===== config.mk =====
export PLATFORM = sky130hd
export DESIGN_NAME = serial_tx_arbiter
export DESIGN_NICKNAME = d
export VERILOG_FILES = /design/src/rtl/serial_arb_pkg.sv /design/src/rtl/byte_slot.sv /design/src/rtl/serial_tx_arbiter.sv
export SDC_FILE = /design/constraint.sdc
export NUM_CORES = 1
export LEC_CHECK = 0
export CAP_MARGIN = 25
export CORE_MARGIN = 5
export CORE_UTILIZATION = 57
export CTS_CLUSTER_SIZE = 24
export DETAILED_ROUTE_END_ITERATION = 10
export GPL_TIMING_DRIVEN = 0
export PLACE_DENSITY = 0.93
export SLEW_MARGIN = 20
export SYNTH_ARGS = -nofsm -noshare
export SYNTH_HDL_FRONTEND = slang
export SYNTH_SLANG_ARGS = --single-unit

===== constraint.sdc =====
create_clock -name clk -period 3.3 [get_ports clk]
set_clock_uncertainty 0.1 [all_clocks]
set_input_delay 0.825 -clock clk [delete_from_list [all_inputs] [get_ports clk]]
set_output_delay 0.825 -clock clk [all_outputs]
set_load 0.1 [all_outputs]

===== src/rtl/serial_arb_pkg.sv =====
`default_nettype none
// ============================================================================
//  Module      : serial_arb_pkg
//  Description : Shared types and helpers for the serial TX arbiter. Holds the
//                arbiter state encoding, the default end-of-line byte and the
//                width helper used to size the grant index.
//  Revision    : 1.0 - initial release
// ============================================================================
package serial_arb_pkg;

   // Arbiter state: IDLE arbitrates round-robin, LOCKED serves only the owner.
   typedef enum logic [0:0] {
      IDLE   = 1'b0,
      LOCKED = 1'b1
   } arb_state_t;

   // Default line terminator (ASCII line feed).
   localparam logic [7:0] C_EOL_DEFAULT = 8'h0A;

   // Bits needed to index n sources; never less than one bit.
   function automatic int unsigned grant_width(input int unsigned n);
      return (n > 1) ? $clog2(n) : 1;
   endfunction

endpackage
`default_nettype wire


===== src/rtl/byte_slot.sv =====
`default_nettype none
// ============================================================================
//  Module      : byte_slot
//  Description : One-entry byte holding register with a full flag. A capture
//                is accepted only while empty; a capture offered while full is
//                silently dropped. A drain empties the slot.
//  Ports       : clk, reset_n      - clock, asynchronous active-low reset
//                capture           - source offers capture_data this cycle
//                capture_data[7:0] - byte offered by the source
//                drain             - arbiter takes the held byte this cycle
//                full              - slot holds a byte
//                data[7:0]         - held byte
//  Revision    : 1.0 - initial release
// ============================================================================
module byte_slot (
   input  logic       clk,
   input  logic       reset_n,
   input  logic       capture,
   input  logic [7:0] capture_data,
   input  logic       drain,
   output logic       full,
   output logic [7:0] data
);

   logic       r_full;
   logic [7:0] r_data;

   // Capture needs an empty slot and drain is only issued on a full slot, so
   // the two can never act in the same cycle.
   always_ff @(posedge clk or negedge reset_n) begin
      if (!reset_n) begin
         r_full <= 1'b0;
         r_data <= 8'h00;
      end else if (capture && !r_full) begin
         r_full <= 1'b1;
         r_data <= capture_data;
      end else if (drain) begin
         r_full <= 1'b0;
      end
   end

   assign full = r_full;
   assign data = r_data;

endmodule
`default_nettype wire


===== src/rtl/serial_tx_arbiter.sv =====
`default_nettype none
// ============================================================================
//  Module      : serial_tx_arbiter
//  Description : Shares one byte-wide strobe/ready transmit port between N byte
//                sources. Each source owns a one-byte slot; a round-robin
//                scheduler drains the slots. With LINE_LOCK set, a source that
//                issues a non-EOL byte owns the sink until it issues EOL or the
//                lock idles out after TIMEOUT cycles.
//  Ports       : clk, reset_n          - clock, asynchronous active-low reset
//                src_strobe[N-1:0]     - source i presents a byte
//                src_data[8N-1:0]      - source i byte at [8i+7:8i]
//                src_ready[N-1:0]      - slot i empty
//                sink_ready            - downstream can accept a byte
//                sink_strobe           - one-cycle byte-valid pulse
//                sink_data[7:0]        - byte, valid with sink_strobe
//                grant                 - source index of the last issued byte
//                locked                - line lock held
//  Revision    : 1.0 - initial release
// ============================================================================
module serial_tx_arbiter
   import serial_arb_pkg::*;
#(
   parameter int unsigned N         = 2,
   parameter int unsigned LINE_LOCK = 1,
   parameter logic [7:0]  EOL       = C_EOL_DEFAULT,
   parameter int unsigned TIMEOUT   = 4096
) (
   input  logic                        clk,
   input  logic                        reset_n,
   input  logic [N-1:0]                src_strobe,
   input  logic [8*N-1:0]              src_data,
   output logic [N-1:0]                src_ready,
   input  logic                        sink_ready,
   output logic                        sink_strobe,
   output logic [7:0]                  sink_data,
   output logic [grant_width(N)-1:0]   grant,
   output logic                        locked
);

   localparam int unsigned GW             = grant_width(N);
   localparam logic [15:0] C_TIMEOUT_LAST = 16'(TIMEOUT - 1);

   // ------------------------------------------------------------------------
   // Registered state
   // ------------------------------------------------------------------------
   arb_state_t    r_state;
   logic [GW-1:0] r_owner;
   logic [15:0]   r_cnt;
   logic [GW-1:0] r_ptr;
   logic          r_sink_strobe;
   logic [7:0]    r_sink_data;
   logic [GW-1:0] r_grant;

   // ------------------------------------------------------------------------
   // Combinational signals
   // ------------------------------------------------------------------------
   logic [N-1:0]  w_full;
   logic [N-1:0]  w_drain;
   logic [7:0]    w_slot_data [N];
   logic          w_found;
   logic [GW-1:0] w_pick;
   logic [7:0]    w_pick_data;
   logic          w_issue;
   int unsigned   w_idx;
   arb_state_t    w_state_nxt;
   logic [GW-1:0] w_owner_nxt;
   logic [15:0]   w_cnt_nxt;

   // ------------------------------------------------------------------------
   // Per-source holding slots
   // ------------------------------------------------------------------------
   generate
      for (genvar i = 0; i < N; i++) begin : g_slot
         assign w_drain[i] = w_issue && (w_pick == GW'(i));

         byte_slot u_slot (
            .clk          (clk),
            .reset_n      (reset_n),
            .capture      (src_strobe[i]),
            .capture_data (src_data[8*i +: 8]),
            .drain        (w_drain[i]),
            .full         (w_full[i]),
            .data         (w_slot_data[i])
         );
      end
   endgenerate

   assign src_ready = ~w_full;

   // ------------------------------------------------------------------------
   // Slot selection: owner only while locked, otherwise the first full slot
   // scanning upward from the one after the last served source.
   // ------------------------------------------------------------------------
   always_comb begin
      w_found = 1'b0;
      w_pick  = r_owner;
      w_idx   = 0;
      if (r_state == LOCKED) begin
         w_found = w_full[r_owner];
      end else begin
         for (int unsigned k = 1; k <= N; k++) begin
            w_idx = (32'(r_ptr) + k) % N;
            if (!w_found && w_full[w_idx]) begin
               w_found = 1'b1;
               w_pick  = GW'(w_idx);
            end
         end
      end
   end

   assign w_pick_data = w_slot_data[w_pick];

   // The !sink_strobe term enforces the idle gap after every byte that the
   // downstream needs to drop its ready.
   assign w_issue = sink_ready && !r_sink_strobe && w_found;

   // ------------------------------------------------------------------------
   // Line-lock state machine: next state
   // ------------------------------------------------------------------------
   always_comb begin
      w_state_nxt = r_state;
      w_owner_nxt = r_owner;
      w_cnt_nxt   = r_cnt;
      if (LINE_LOCK == 0) begin
         w_state_nxt = IDLE;
         w_cnt_nxt   = 16'd0;
      end else if (w_issue) begin
         // An issue always wins over a coinciding timeout.
         w_cnt_nxt = 16'd0;
         if (w_pick_data == EOL) begin
            w_state_nxt = IDLE;
         end else begin
            w_state_nxt = LOCKED;
            w_owner_nxt = w_pick;
         end
      end else if (r_state == LOCKED) begin
         if (r_cnt == C_TIMEOUT_LAST) begin
            w_state_nxt = IDLE;
            w_cnt_nxt   = 16'd0;
         end else begin
            w_cnt_nxt = r_cnt + 16'd1;
         end
      end
   end

   // ------------------------------------------------------------------------
   // Line-lock state machine: state register
   // ------------------------------------------------------------------------
   always_ff @(posedge clk or negedge reset_n) begin
      if (!reset_n) begin
         r_state <= IDLE;
         r_owner <= '0;
         r_cnt   <= 16'd0;
      end else begin
         r_state <= w_state_nxt;
         r_owner <= w_owner_nxt;
         r_cnt   <= w_cnt_nxt;
      end
   end

   // ------------------------------------------------------------------------
   // Sink port and round-robin pointer. The pointer resets to N-1 so that the
   // first scan starts at source 0.
   // ------------------------------------------------------------------------
   always_ff @(posedge clk or negedge reset_n) begin
      if (!reset_n) begin
         r_sink_strobe <= 1'b0;
         r_sink_data   <= 8'h00;
         r_grant       <= '0;
         r_ptr         <= GW'(N - 1);
      end else begin
         r_sink_strobe <= w_issue;
         if (w_issue) begin
            r_sink_data <= w_pick_data;
            r_grant     <= w_pick;
            r_ptr       <= w_pick;
         end
      end
   end

   assign sink_strobe = r_sink_strobe;
   assign sink_data   = r_sink_data;
   assign grant       = r_grant;
   assign locked      = (r_state == LOCKED);

endmodule
`default_nettype wire


==> flow_summary.yaml, run 1 <==
outcome:
  status: "finished, final reports clean"
route:
  drtIter0Drc: 92
  wl_per_cell_um: 16.37
  drc: 0
  ant_nets: 0
  num_vias: 1716
  via_per_inst: 5.897
  finalWirelength_um: 4763
  first_pass_iters: 4
setup_path:
  crit_required_ns: 2.37
  rr_worst_depth: 7
  worstPathMaxFanout: 6
  cp-startpoint: "g_slot[1].u_slot.full"
  rrSetupSlack_ns: 1.27
  end_kind: "output port"
  criticalPathCategory: "flip-flop to output port"
  timing.rr.start: "r_cnt[0]"
  startpoint_type: "flip-flop"
  worstPathArrival_ns: 2.03
  crit_slowest_cell: "clkdlybuf4s50_1"
  max_stage_delay_ns: 1.15
  path_cells: "inv_1 > clkdlybuf4s50_1"
  reg2reg_to: "r_cnt[9]"
global_route:
  met1_usage: 0.2362
  met3_usage: 0.05096
  grtUsageTotal: 0.2005
  grt_max_degree: 31
  busiest_layer: "met2"
  gr-usage-met2: 0.3567
  antenna_found_initial: 0
  grt_pass1_wl_um: 8211
  grt-ovfl-total: 0
  grt_pass1_vias: 1735
cells_and_area:
  multi_input_area_mm2: 0.001001
  final_common_cell: "dfrtp_1"
  n_antenna_cell: 0
  syn_to_final_growth_pct: 23.33
  layout_common_cells: "dfrtp_1 (46), clkdlybuf4s50_1 (32), nand2_1 (19)"
  final_core_util: 0.7386
  layout.nets: 264
  drive_above_1_share: 0.1770
  fillCellCount: 267
  ff_latch_area_mm2: 0.001177
hold_path:
  hold_path.class: "input pin to async pin"
clocking:
  clk_latency_ns: 0.30
  h-tree-depth: 2
  cts_tree: "done"
  clk_pin_slew_worst_paths_ns: 0.08
  post_cts_buffers: 0
  ctsHoldBuffers: 0
  cts_max_path_buffers: 2
  cts_num_sinks: 47
  cts_resized: 0
  clockRootBuffer: "clkbuf_8"
  cts_buffers: 5
pwr:
  p_clk_frac: 0.154
  p_leak_nw: 1.232
  seqPwrFrac: 0.342
  p_sw_frac: 0.4666
  power_density_mw_per_mm2: 1020
  power_frac_comb: 0.504
  p_switching_mw: 1.316
  internal_power_mw: 1.504
  ir_drop_uv: 729.4
run:
  max_cap_violations: 0
timing:
  finalCritPeriodShare: 0.8962
  final.setup.tns_ns: 0
  fmax_mhz: 338.1
  hold_violations: 0
  fin_crit_ns: 2.957
  slew_headroom: 0.3470
  drv_slew: 0
  rsz0062_at_grt: "no"
  worst_pin_slew_ns: 0.9764
  setup_viol: 0
synth:
  synth_top_cell_area_share: 0.5134
  synth_nets: 223
  synth_area_leaders: "dfrtp_1 (51%), mux2_2 (8.5%), mux2i_1 (5.4%)"
  syn_area_mm2: 0.002242
  netlist_instances: 201
  yosysSeqAreaShare: 0.5251
  synth_area_leader_cell: "dfrtp_1"
  yosysWarnings: 0
  yosysUniqueCellTypes: 44
  ys_ff_latch: 47
  syn-mean-instance-area_um2: 11.15
die:
  die_w_um: 72.72
  dieArea_mm2: 0.005288
  die_h_um: 72.72
  rows: 22
  start_util: 0.5989
  io_pins: 34
  core_area_mm2: 0.003744
place:
  numPortBuffers: 33
  dp_hpwl_um: 3490
  gp_congestion: 0.8240
## worst max-delay path by stage
stage	endpoint	slack, ns	cells after the start
4_1_cts	src_ready[1]	0.34	2
2_1_floorplan	sink_data[2]	1.02	6
3_3_place_gp	g_slot[1].u_slot.data[7]	0.07	1
3_5_place_dp	src_ready[1]	0.68	2
6_report	src_ready[1]	0.34	2
5_1_grt	src_ready[1]	0.28	2
## final cells by class
cell class	count	area share
sequential	47	0.4258
clock inverter	2	0.01267
inverter	4	0.005430
buffer	8	0.01765
multi-input combinational	142	0.3620
tap	48	0.02172
timing repair buffer	34	0.1249
clock buffer	6	0.02986
## cell families (layout without fill, tap and decap cells)
group           after synthesis  in the layout  synth area share
simple gates                 65             65            0.1579
flops                        47             47            0.5251
xor+xnor                      1              1          0.003907
buf+inv                      12             54           0.02845
mux                          29             29            0.1390
compound gates               46             46            0.1401
fa+ha+maj                     1              1          0.005579
## layer usage
layer / vias to the layer above / routed length [µm]
li1: 812 / -
met1: 860 / 1983
met2: 37 / 2504
met3: 7 / 201
met4: 0 / 74
met5: - / 0
## registers in the layout (all words and copies together) (netlist names)
| name | count |
|---|---|
| r_ptr | 1 |
| sink_strobe | 1 |
| r_owner | 1 |
| sink_data | 8 |
| g_slot.u_slot.full | 2 |
| g_slot.u_slot.data | 16 |
| locked | 1 |
| r_cnt | 16 |
| grant | 1 |
## power by group through the flow
stage | clock network, mW | logic, mW | registers [mW]
finish | 0.434 | 1.42 | 0.965
global route | 0.465 | 1.51 | 0.997
CTS | 0.441 | 1.43 | 0.962
detailed placement | 0 | 1.42 | 0.972
global placement | 0 | 1.38 | 0.957
floorplan | 0 | 0.644 | 1.38
## worst max-delay path: cells and delay by family (launching register included)
kind / cells / cell delay [ns]
buffers and inverters: 2 / 1.30
DFF: 1 / 0.44
## synthesized netlist by cell type
library cell and n:
o21ai_2 1, nand2_1 19, buf_2 3, nand2_2 1, a31oi_1 8, o21ai_0 4
inv_2 1, nand2b_1 4, a22o_1 1, a21o_1 4, nor2b_1 3, o21a_1 1
nor3_2 1, mux2i_1 12, inv_1 3, dfstp_2 1, and4_4 1, a221o_1 2
o21bai_1 1, nand3_1 7, or3_1 1, a21oi_1 8, nor4_4 1, a31oi_4 1
ha_1 1, nand4_1 3, clkbuf_1 3, and3_1 5, a41oi_1 3, o21ai_1 8
nor2_1 13, o31ai_1 1, and2_1 1, mux2_2 17, nor4_1 2, o211ai_1 1
xor2_1 1, and2_4 1, o2bb2ai_1 1, or2_2 1, buf_6 2, nor3_4 1
dfrtp_1 46, o211a_1 1
## metrics by stage
stage	cell area [µm²]	worst slack [ns]	total power, mW	cells	hold WS [ns]
after CTS	2765	0.3402	2.829	291	0.3590
after floorplan	2242	1.025	2.028	201	0.3450
after global routing	2765	0.2771	2.972	291	0.3682
after global placement	2633	0.06800	2.335	282	0.3627
final	2765	0.3426	2.820	291	0.3546
after detailed placement	2648	0.6850	2.395	283	0.3717
Power figures use the tool's default switching activity.
==> inputs of run 2 (changes only) <==
--- a/config.mk
+++ b/config.mk
@@ -6,10 +6,10 @@
 export NUM_CORES = 1
 export LEC_CHECK = 0
 export CAP_MARGIN = 25
-export CORE_MARGIN = 5
 export CORE_UTILIZATION = 57
 export CTS_CLUSTER_SIZE = 24
 export DETAILED_ROUTE_END_ITERATION = 10
+export GPL_ROUTABILITY_DRIVEN = 0
 export GPL_TIMING_DRIVEN = 0
 export PLACE_DENSITY = 0.93
 export SLEW_MARGIN = 20
==> run 2 against run 1 <==
Combinational power is essentially flat. Sequential share of layout area is the same. Clock power shrank 1%. Power shrank 0.88%. Global-route usage grew 3.5 points. Final cell count is the same. Via count grew 0.17%. Hold slack lost 0.013 ns. Maximum frequency grew 0.72%. Sequential cell count is the same. Critical endpoint unchanged.
==> flow_summary.yaml, run 2 (synthesis results as in run 1) <==
outcome:
  status: "finished, final reports clean"
cells_and_area:
  stdcell_area_mm2: 0.002765
  syn_to_final_growth_pct: 23.33
  layout.nets: 264
  layout_common_cells: "dfrtp_1 (46), clkdlybuf4s50_1 (32), nand2_1 (19)"
  fillCellCount: 273
  n_antenna_cell: 0
  final_core_util: 0.7441
  final_common_cell: "dfrtp_1"
  layoutNonFillerInstCount: 291
  drive_above_1_share: 0.1770
place:
  dp_hpwl_um: 3296
  place_ws_ns: 0.6921
  placed_cells: 283
  numPortBuffers: 33
  post_dp_cell_area_mm2: 0.002648
clocking:
  cts_num_sinks: 47
  h-tree-depth: 2
  clockRootBuffer: "clkbuf_8"
  clk_pin_slew_worst_paths_ns: 0.08
  cts_max_path_buffers: 2
  post_cts_buffers: 0
  cts_resized: 0
  cts_buffers: 5
  clk_latency_ns: 0.30
  ctsHoldBuffers: 0
  cts_tree: "done"
hold_path:
  hold_path.class: "input pin to async pin"
timing:
  drv_slew: 0
  rsz0062_at_grt: "no"
  worst_slack_ns: 0.3638
  worst_pin_slew_ns: 0.9803
  slew_headroom: 0.3444
  setup_viol: 0
  hold_ws_ns: 0.3420
  finalCritPeriodShare: 0.8898
  fin_crit_ns: 2.936
  final.setup.tns_ns: 0
  fmax_mhz: 340.6
  hold_violations: 0
route:
  num_vias: 1719
  drc: 0
  first_pass_iters: 4
  via_per_inst: 5.907
  drtIter0Drc: 105
  finalWirelength_um: 4432
  wl_per_cell_um: 15.23
  ant_nets: 0
pwr:
  power_frac_comb: 0.502
  p_leak_nw: 1.232
  internal_power_mw: 1.503
  total_power_mw: 2.795
  p_sw_frac: 0.4622
  ir_drop_uv: 786.2
  p_switching_mw: 1.292
  seqPwrFrac: 0.345
  power_density_mw_per_mm2: 1011
  p_clk_frac: 0.153
setup_path:
  worstPathMaxFanout: 6
  criticalPathCategory: "flip-flop to output port"
  reg2reg_to: "r_cnt[9]"
  rr_worst_depth: 7
  startpoint_type: "flip-flop"
  timing.rr.start: "r_cnt[1]"
  crit_required_ns: 2.37
  worstPathArrival_ns: 2.01
  end_kind: "output port"
  rrSetupSlack_ns: 1.28
die:
  die_w_um: 64.72
  start_util: 0.6034
  dieArea_mm2: 0.004189
  core_area_mm2: 0.003716
  io_pins: 34
  rows: 22
  die_h_um: 64.72
run:
  max_cap_violations: 0
global_route:
  grt_max_degree: 33
  grtUsageTotal: 0.2351
  grt-ovfl-total: 0
  grt_pass1_vias: 1678
  grt_pass1_wl_um: 7507
  antenna_found_initial: 0
==> run 2: cell counts in the layout (fill, tap and decap cells not counted) <==
Identical to the previous run, type by type.
==> run 2: worst max-delay path by stage <==
| stage | from | endpoint | slack (ns) | cells after the start |
|---|---|---|---|---|
| finish | g_slot[1].u_slot.full | src_ready[1] | 0.36 | 2 |
| CTS | g_slot[1].u_slot.full | src_ready[1] | 0.35 | 2 |
| detailed placement | g_slot[1].u_slot.full | src_ready[1] | 0.69 | 2 |
| floorplan | locked | sink_data[2] | 1.02 | 6 |
| global route | g_slot[1].u_slot.full | src_ready[1] | 0.30 | 2 |
| global placement | reset_n | g_slot[0].u_slot.data[5] | 0.07 | 1 |
==> run 2: worst max-delay path: stages, from the launching register on <==
cell	delay, ns
dfrtp_1	0.44
inv_1	0.13
clkdlybuf4s50_1	1.14
==> run 2: routing by layer <==
layer,vias up,part of all wire,global-route usage
li1,811,-,-
met2,56,0.52,0.4193
met4,0,0.014,0.06667
met3,10,0.040,0.05106
met5,-,0,0
met1,842,0.43,0.2829
==> run 2: power groups by stage <==
stage          combinational, mW  clock [mW]  sequential [mW]
6_report                    1.40       0.428            0.963
5_1_grt                     1.48       0.458            0.992
4_1_cts                     1.41       0.440            0.959
3_5_place_dp                1.40           0            0.968
3_3_place_gp                1.37           0            0.957
2_1_floorplan              0.644           0             1.38
==> run 2: final cells by class <==
| class | instances | area [µm²] | area share |
|---|---|---|---|
| inverter | 4 | 15.01 | 0.005430 |
| sequential | 47 | 1177 | 0.4258 |
| clock inverter | 2 | 35.03 | 0.01267 |
| multi-input combinational | 142 | 1001 | 0.3620 |
| clock buffer | 6 | 82.58 | 0.02986 |
| buffer | 8 | 48.80 | 0.01765 |
| timing repair buffer | 34 | 345.3 | 0.1249 |
| tap | 48 | 60.06 | 0.02172 |
